### src/rtl/aes_round_sequencer.sv
// Iterative AES round controller: LOAD, INIT (key add), NR-1 full rounds, FINAL, then HOLD until out_ready.
// Every step waits on dp_ack; all outputs come from registers, so nothing combinational reaches an output.
module aes_round_sequencer #(
    parameter int NR    = 14,
    parameter int IDX_W = 4
) (
    input  logic             clk,
    input  logic             rst,
    input  logic             start,
    input  logic             encdec,
    output logic             in_ready,
    output logic             load_state,
    output logic             mode,
    output logic             step_valid,
    input  logic             dp_ack,
    output logic             op_first,
    output logic             op_mid,
    output logic             op_last,
    output logic [IDX_W-1:0] round_idx,
    output logic [IDX_W-1:0] key_sel,
    output logic             out_valid,
    input  logic             out_ready,
    output logic             busy
);

    typedef enum logic [2:0] {
        S_IDLE,
        S_LOAD,
        S_INIT,
        S_ROUND,
        S_FINAL,
        S_HOLD
    } state_t;

    typedef struct packed {
        logic in_ready;
        logic load;
        logic step;
        logic first;
        logic mid;
        logic last;
        logic ovld;
        logic busy;
    } flags_t;

    localparam logic [IDX_W-1:0] C_NR       = IDX_W'(NR);
    localparam logic [IDX_W-1:0] C_LAST_MID = IDX_W'(NR - 1);
    localparam logic [IDX_W-1:0] C_ONE      = IDX_W'(1);

    state_t           r_state;
    flags_t           r_flags;
    logic [IDX_W-1:0] r_idx;
    logic [IDX_W-1:0] r_key;
    logic             r_mode;

    // Output flags for the state being entered; registered alongside the state itself.
    function automatic flags_t dec(input state_t s);
        flags_t f;
        f = '0;
        case (s)
            S_IDLE:  f.in_ready = 1'b1;
            S_LOAD:  begin f.load = 1'b1; f.busy = 1'b1; end
            S_INIT:  begin f.step = 1'b1; f.first = 1'b1; f.busy = 1'b1; end
            S_ROUND: begin f.step = 1'b1; f.mid = 1'b1; f.busy = 1'b1; end
            S_FINAL: begin f.step = 1'b1; f.last = 1'b1; f.busy = 1'b1; end
            S_HOLD:  begin f.ovld = 1'b1; f.busy = 1'b1; end
            default: f.in_ready = 1'b1;
        endcase
        return f;
    endfunction

    // Decrypt walks the key schedule backwards.
    function automatic logic [IDX_W-1:0] key_of(input logic m, input logic [IDX_W-1:0] idx);
        return m ? idx : C_NR - idx;
    endfunction

    always_ff @(posedge clk or negedge rst) begin
        if (!rst) begin
            r_state <= S_IDLE;
            r_flags <= dec(S_IDLE);
            r_idx   <= '0;
            r_key   <= '0;
            r_mode  <= 1'b0;
        end else begin
            case (r_state)
                S_IDLE: begin
                    if (start) begin
                        r_state <= S_LOAD;
                        r_flags <= dec(S_LOAD);
                        r_mode  <= encdec;
                        r_key   <= key_of(encdec, '0);
                    end
                end
                S_LOAD: begin
                    r_state <= S_INIT;
                    r_flags <= dec(S_INIT);
                end
                S_INIT: begin
                    if (dp_ack) begin
                        r_state <= S_ROUND;
                        r_flags <= dec(S_ROUND);
                        r_idx   <= C_ONE;
                        r_key   <= key_of(r_mode, C_ONE);
                    end
                end
                S_ROUND: begin
                    if (dp_ack) begin
                        if (r_idx == C_LAST_MID) begin
                            r_state <= S_FINAL;
                            r_flags <= dec(S_FINAL);
                            r_idx   <= C_NR;
                            r_key   <= key_of(r_mode, C_NR);
                        end else begin
                            r_idx <= r_idx + C_ONE;
                            r_key <= key_of(r_mode, r_idx + C_ONE);
                        end
                    end
                end
                S_FINAL: begin
                    if (dp_ack) begin
                        r_state <= S_HOLD;
                        r_flags <= dec(S_HOLD);
                    end
                end
                S_HOLD: begin
                    if (out_ready) begin
                        r_state <= S_IDLE;
                        r_flags <= dec(S_IDLE);
                        r_idx   <= '0;
                        r_key   <= '0;
                    end
                end
                default: begin
                    r_state <= S_IDLE;
                    r_flags <= dec(S_IDLE);
                    r_idx   <= '0;
                    r_key   <= '0;
                end
            endcase
        end
    end

    assign in_ready   = r_flags.in_ready;
    assign load_state = r_flags.load;
    assign step_valid = r_flags.step;
    assign op_first   = r_flags.first;
    assign op_mid     = r_flags.mid;
    assign op_last    = r_flags.last;
    assign out_valid  = r_flags.ovld;
    assign busy       = r_flags.busy;
    assign mode       = r_mode;
    assign round_idx  = r_idx;
    assign key_sel    = r_key;

endmodule

### config.mk
export PLATFORM = sky130hd
export DESIGN_NAME = aes_round_sequencer
export DESIGN_NICKNAME = d
export VERILOG_FILES = /design/src/rtl/aes_round_sequencer.sv
export SDC_FILE = /design/constraint.sdc
export NUM_CORES = 1
export LEC_CHECK = 0
export ABC_AREA = 1
export CAP_MARGIN = 0
export CORE_UTILIZATION = 54
export CTS_CLUSTER_DIAMETER = 50
export DETAILED_ROUTE_END_ITERATION = 10
export HOLD_SLACK_MARGIN = 0.1
export PLACE_DENSITY = 0.88
export REMOVE_ABC_BUFFERS = 1
export SYNTH_ARGS = -nofsm -noshare
export SYNTH_HDL_FRONTEND = slang
export SYNTH_SLANG_ARGS = --single-unit
### constraint.sdc
create_clock -name clk -period 2.07 [get_ports clk]
set_input_delay 0.207 -clock clk [delete_from_list [all_inputs] [get_ports clk]]
set_output_delay 0.207 -clock clk [all_outputs]
set_load 0.01 [all_outputs]
==> flow_metrics.env, run 1 <==
export IMPL_status="finished, final reports clean"
export IMPL_maxSlewViolCount=0
export IMPL_synth_top_family_by_area="simple AND/OR/NAND/NOR gates"
export IMPL_clk_pin_slew_ps=120
export IMPL_synth_adder_area_share_pct=3.315
export IMPL_ys_seq_elements=20
export IMPL_final_nets=181
export IMPL_die_x_um=47.79
export IMPL_yosys_warnings=0
export IMPL_power_density_mw_per_mm2=1495
export IMPL_finClkSkew_ps=7.148
export IMPL_start_kind="register"
export IMPL_synthCells=145
export IMPL_pre_cts_slack_ps=449.7
export IMPL_synthToLayoutAreaGrowth_pct=26.74
export IMPL_max_slew_worst_pin_slew_ps=523.7
export IMPL_synth_edf_count=0
export IMPL_drv_cap=0
export IMPL_postCtsHoldBufs=0
export IMPL_hp_class="in2async"
export IMPL_cts_resized=0
export IMPL_ant_nets=0
export IMPL_synth_seq_area_share_pct=44.31
export IMPL_ir_drop_uv=896.2
export IMPL_rows=16
export IMPL_routed_wl_um=2558
export IMPL_period_share_pct=78.57
export IMPL_drt_iter0_drc=52
export IMPL_synth_main_ff_cell="dfrtp_1"
export IMPL_design_core_area_sq_mm=0.001962
export IMPL_wl_per_cell_um=12.92
export IMPL_num_vias=1069
export IMPL_viasPerCell=5.399
export IMPL_crit_type="reg2reg"
export IMPL_cts_buffers=3
export IMPL_clkLatencyLatePin_ps=310
export IMPL_post_cts_buffers=0
export IMPL_grt_pass1_vias=925
export IMPL_yosys_area_top_type="dfrtp_1"
export IMPL_synth_simple_gate_area_share_pct=29.83
export IMPL_synth_common_cells="nand2_1, dfrtp_1, inv_1"
export IMPL_cts_sinks=20
export IMPL_fmax_mhz=614.8
export IMPL_boundaryPins=23
export IMPL_synth_area_leaders="dfrtp_1, nand2_1, inv_1, ha_1, nand2_2"
export IMPL_syn_cell_area_sq_mm=0.001132
export IMPL_dieArea_sq_mm=0.002284
export IMPL_tns_ps=0
export IMPL_hold_ws_ps=176.4
export IMPL_end_kind="register"
export IMPL_synth_top_area_share_pct=41.99
export IMPL_critPathMaxFanout=17
export IMPL_grt_overflow=0
export IMPL_drive_gt1_share_pct=15.20
export IMPL_grt_max_degree=18
export IMPL_grt_usage_pct=26.04
export IMPL_synthDistinctLibCells=22
export IMPL_rsz0062_at_grt="false"
export IMPL_synthArstFlopShare_pct=100.0
export IMPL_grt_pass1_wl_um=4084
export IMPL_clock_path_buffers=2
export IMPL_post_route_drc_count=0
export IMPL_setup_ws_ps=443.5
export IMPL_ctsRootBufferMaster="clkbuf_4"
export IMPL_dp_hpwl_um=1951
export IMPL_drt_first_pass_iters=4
export IMPL_yosys_area_share_xor_xnor_pct=0.7735
export IMPL_arrival_ps=1870
export IMPL_die_y_um=47.79
export IMPL_power_leakage_nw=0.7019
export IMPL_hold_violations=0
export IMPL_cp_data_required_time_ps=2320
export IMPL_cts_tree="yes"
export IMPL_antenna_found_initial=0
export IMPL_synthMostInstantiatedCell="nand2_1"
export IMPL_synth_compound_area_share_pct=13.81
export IMPL_synth_avg_cell_area_sq_um=7.809
export IMPL_port_buffers=22
export IMPL_insertedDiodeCount=0
export IMPL_gp_congestion=0.8735
export IMPL_finalSetupViolCount=0
export IMPL_synthMuxAreaShare_pct=0
export IMPL_htreeDepth=1
export IMPL_period_minus_slack_ps=1626
export IMPL_start_util_pct=57.72
export IMPL_maxSlewHeadroom_pct=64.92
## metrics by stage
step	total power [mW]	util (%)	cells	instance area [sq um]
2_1_floorplan	1.389	-	144	1121
3_3_place_gp	1.753	70.47	194	1383
3_5_place_dp	1.811	70.47	194	1383
4_1_cts	2.144	73.15	198	1435
5_1_grt	2.314	73.15	198	1435
6_report	2.146	73.15	198	1435
## power breakdown
part           switching (mW)  internal, mW  leakage [nW]
sequential              0.124         0.547         0.257
clock                   0.127         0.196        0.0279
combinational           0.682         0.470         0.417
## flip-flops by register name (all words and copies together) (netlist names)
name and count:
r_state 3, load_state 1, in_ready 1, op_mid 1
mode 1, out_valid 1, step_valid 1, round_idx 4
op_last 1, key_sel 4, busy 1, op_first 1
## per-layer routing
metal  GRT usage, %  share of wire, %  vias up
met4          12.78               3.0        0
met1          32.38                40      486
met5              0                 0        -
met2          43.78                51       59
li1               -                 -      514
met3          4.151               6.6       10
## logic make-up after synthesis
| logic type | after synthesis |
|---|---|
| AOI/OAI and AO/OA | 23 |
| and+or+nand+nor | 76 |
| xor gates and xnor gates | 1 |
| buffers and inverters | 22 |
| DFF | 20 |
| adders and majority gates | 3 |
## layout make-up
| cell class | count | area [sq um] |
|---|---|---|
| Clock inverter | 1 | 30.03 |
| Multi-Input combinational cell | 103 | 540.5 |
| Clock buffer | 3 | 22.52 |
| Inverter | 21 | 78.83 |
| Sequential cell | 20 | 501.7 |
| Timing Repair Buffer | 23 | 227.7 |
| Fill cell | 166 | 526.8 |
| Tap cell | 27 | 33.78 |
## critical path, cell delays in order, from the launching register on
cell	delay [ps]
dfrtp_1	470
nor2_2	230
nand2_1	160
o211ai_4	480
nand2_1	130
o21ai_1	100
## layout by cell type, fill, tap and decap left out, types with 3 or more instances in the layout
cell type,n
nor2_2,3
nor2_1,6
ha_1,3
clkbuf_4,3
o21ai_0,5
nand3_1,7
nand2_1,51
dfrtp_1,19
clkdlybuf4s50_1,22
o22ai_1,3
inv_1,17
o21ai_1,7
a21oi_1,3
inv_2,4
nand2_2,6
## worst paths after layout
| kind | startpoint | end | slack, ps | cells past startpoint |
|---|---|---|---|---|
| max in group asynchronous | rst | r_state[1] | 1390 | 2 |
| hold / removal | rst | key_sel[2] | 180 | 1 |
| setup / recovery | r_state[0] | op_mid | 440 | 5 |
| min in group clk | encdec | mode | 470 | 3 |
| hold reg to reg | key_sel[0] | key_sel[0] | 490 | 2 |
| setup reg to reg | r_state[0] | op_mid | 440 | 5 |
Power figures use the tool's default switching activity.
==> run 2, diff against run 1 <==
Settings changed: CORE_UTILIZATION 54 to 50, PLACE_DENSITY 0.88 to 0.83.
Clock period 2.07 ns to 1.5 ns, I/O delays scaled along.
==> flow_metrics.env, run 2 (synthesis gave the netlist of run 1 again) <==
export IMPL_status="finished, violations left"
export IMPL_failed_checks="setup timing"
export IMPL_power_density_mw_per_mm2=2079
export IMPL_grt_max_degree=21
export IMPL_maxSlewHeadroom_pct=82.37
export IMPL_ctsRootBufferMaster="clkbuf_4"
export IMPL_drt_iter0_drc=51
export IMPL_grt_overflow=0
export IMPL_rsz0062_at_grt="true"
export IMPL_critPathMaxFanout=7
export IMPL_r2r_slack_ps=-40
export IMPL_post_route_drc_count=0
export IMPL_port_buffers=22
export IMPL_cts_tree="yes"
export IMPL_boundaryPins=23
export IMPL_design_core_area_sq_mm=0.002042
export IMPL_wl_per_cell_um=14.83
export IMPL_regArea_sq_um=506.7
export IMPL_period_share_pct=102.7
export IMPL_dp_hpwl_um=1829
export IMPL_final_cells=213
export IMPL_grt_usage_pct=22.50
export IMPL_crit_type="reg2reg"
export IMPL_reg2reg_depth=7
export IMPL_setup_ws_ps=-41.18
export IMPL_synthToLayoutAreaGrowth_pct=47.62
export IMPL_end_kind="register"
export IMPL_share_comb_of_total_power_pct=64.5
export IMPL_finClkSkew_ps=7.605
export IMPL_postCtsHoldBufs=0
export IMPL_start_kind="register"
export IMPL_drt_first_pass_iters=4
export IMPL_p_int_mw=1.920
export IMPL_routed_wl_um=3158
export IMPL_finalSetupViolCount=8
export IMPL_clkLatencyLatePin_ps=300
export IMPL_maxSlewViolCount=0
export IMPL_rows=16
export IMPL_dieArea_sq_mm=0.002459
export IMPL_dpl_cell_count=198
export IMPL_num_vias=1143
export IMPL_viasPerCell=5.366
export IMPL_p_seq_share_pct=27.7
export IMPL_clk_pin_slew_ps=110
export IMPL_period_minus_slack_ps=1541
export IMPL_p_clk_share_pct=7.8
export IMPL_fmax_mhz=648.9
export IMPL_cp_data_required_time_ps=1700
export IMPL_grt_pass1_vias=1025
export IMPL_ant_nets=0
export IMPL_die_x_um=49.59
export IMPL_final_cell_mix="nand2_1, clkdlybuf4s50_1, inv_1"
export IMPL_antenna_found_initial=0
export IMPL_rr_endpoint="op_mid"
export IMPL_p_sw_share_pct=44.75
export IMPL_max_slew_worst_pin_slew_ps=263.1
export IMPL_drv_cap=0
export IMPL_clock_path_buffers=2
export IMPL_multi_input_area_sq_um=635.6
export IMPL_final_common_cell="nand2_1"
export IMPL_hp_class="in2async"
export IMPL_p_sw_mw=1.555
export IMPL_drive_gt1_share_pct=30.65
export IMPL_cts_sinks=20
export IMPL_cts_buffers=3
export IMPL_die_y_um=49.59
export IMPL_htreeDepth=1
export IMPL_ir_drop_uv=1608
export IMPL_gp_congestion=0.8947
export IMPL_final_nets=196
export IMPL_power_leakage_nw=0.8135
export IMPL_fillers=124
export IMPL_arrival_ps=1740
export IMPL_rr_startpoint="r_state[1]"
export IMPL_insertedDiodeCount=0
export IMPL_start_util_pct=55.45
export IMPL_pre_cts_slack_ps=4.032
export IMPL_hold_violations=0
export IMPL_grt_pass1_wl_um=4284
[run 2: layout make-up]
class / count / area share, %
multi-input combinational: 103 / 38.02
sequential: 20 / 30.31
timing repair buffer: 38 / 23.05
inverter: 21 / 5.015
tap: 27 / 2.021
clock buffer: 4 / 1.572
[run 2: repair_timing]
action                                 CTS  global route
resized for setup                        2            32
setup endpoints to repair                3            19
buffers inserted                         2             8
pin swaps                                1            12
gates cloned                             0             1
endpoints found under the hold margin    0             0
[run 2: metal layers]
metal | track usage, % | wire [um]
met4 | 4.762 | 44
met3 | 5.556 | 192
met1 | 28.88 | 1319
met5 | 0 | 0
met2 | 38.06 | 1601
[run 2: critical path: stages, from the launching register on]
cell and delay [ps]:
dfrtp_2 500, nor2_4 190, nand2_2 110, nor2_4 190, nor2_4 60, o211ai_4 120, clkbuf_16 210, o21ai_1 60
[run 2: metrics by stage]
step                hold slack (ps)  TNS (ps)  utilization [%]  power, mW  instance area (sq um)
global placement              460.1         0            69.18      2.460                   1413
detailed placement            463.8         0            69.18      2.505                   1413
finish                        172.7    -210.2            81.86      3.475                   1672
floorplan                    -145.6         0                -      1.916                   1121
global route                  213.4     -1007            81.86      3.683                   1672
CTS                           184.1         0            71.69      2.881                   1464
[run 2: worst max path at each step]
stage	startpoint	to	cells after the start
after detailed placement	dp_ack	busy	6
after CTS	mode	mode	1
final	r_state[1]	op_mid	7
after global placement	dp_ack	out_valid	6
after floorplan	round_idx[1]	key_sel[3]	10
after global routing	round_idx[1]	key_sel[3]	10
[run 2: power groups by stage]
stage	Combinational [mW]	Sequential [mW]	Clock, mW
2_1_floorplan	0.927	0.989	0
3_3_place_gp	1.54	0.919	0
3_5_place_dp	1.58	0.927	0
4_1_cts	1.70	0.919	0.265
5_1_grt	2.40	0.986	0.297
6_report	2.24	0.963	0.270
==> run 3, diff against run 2 <==
Settings changed: SLEW_MARGIN set to 20.
==> results of run 3 <==
Final layout, timing and power as in run 2 (identical DEF).
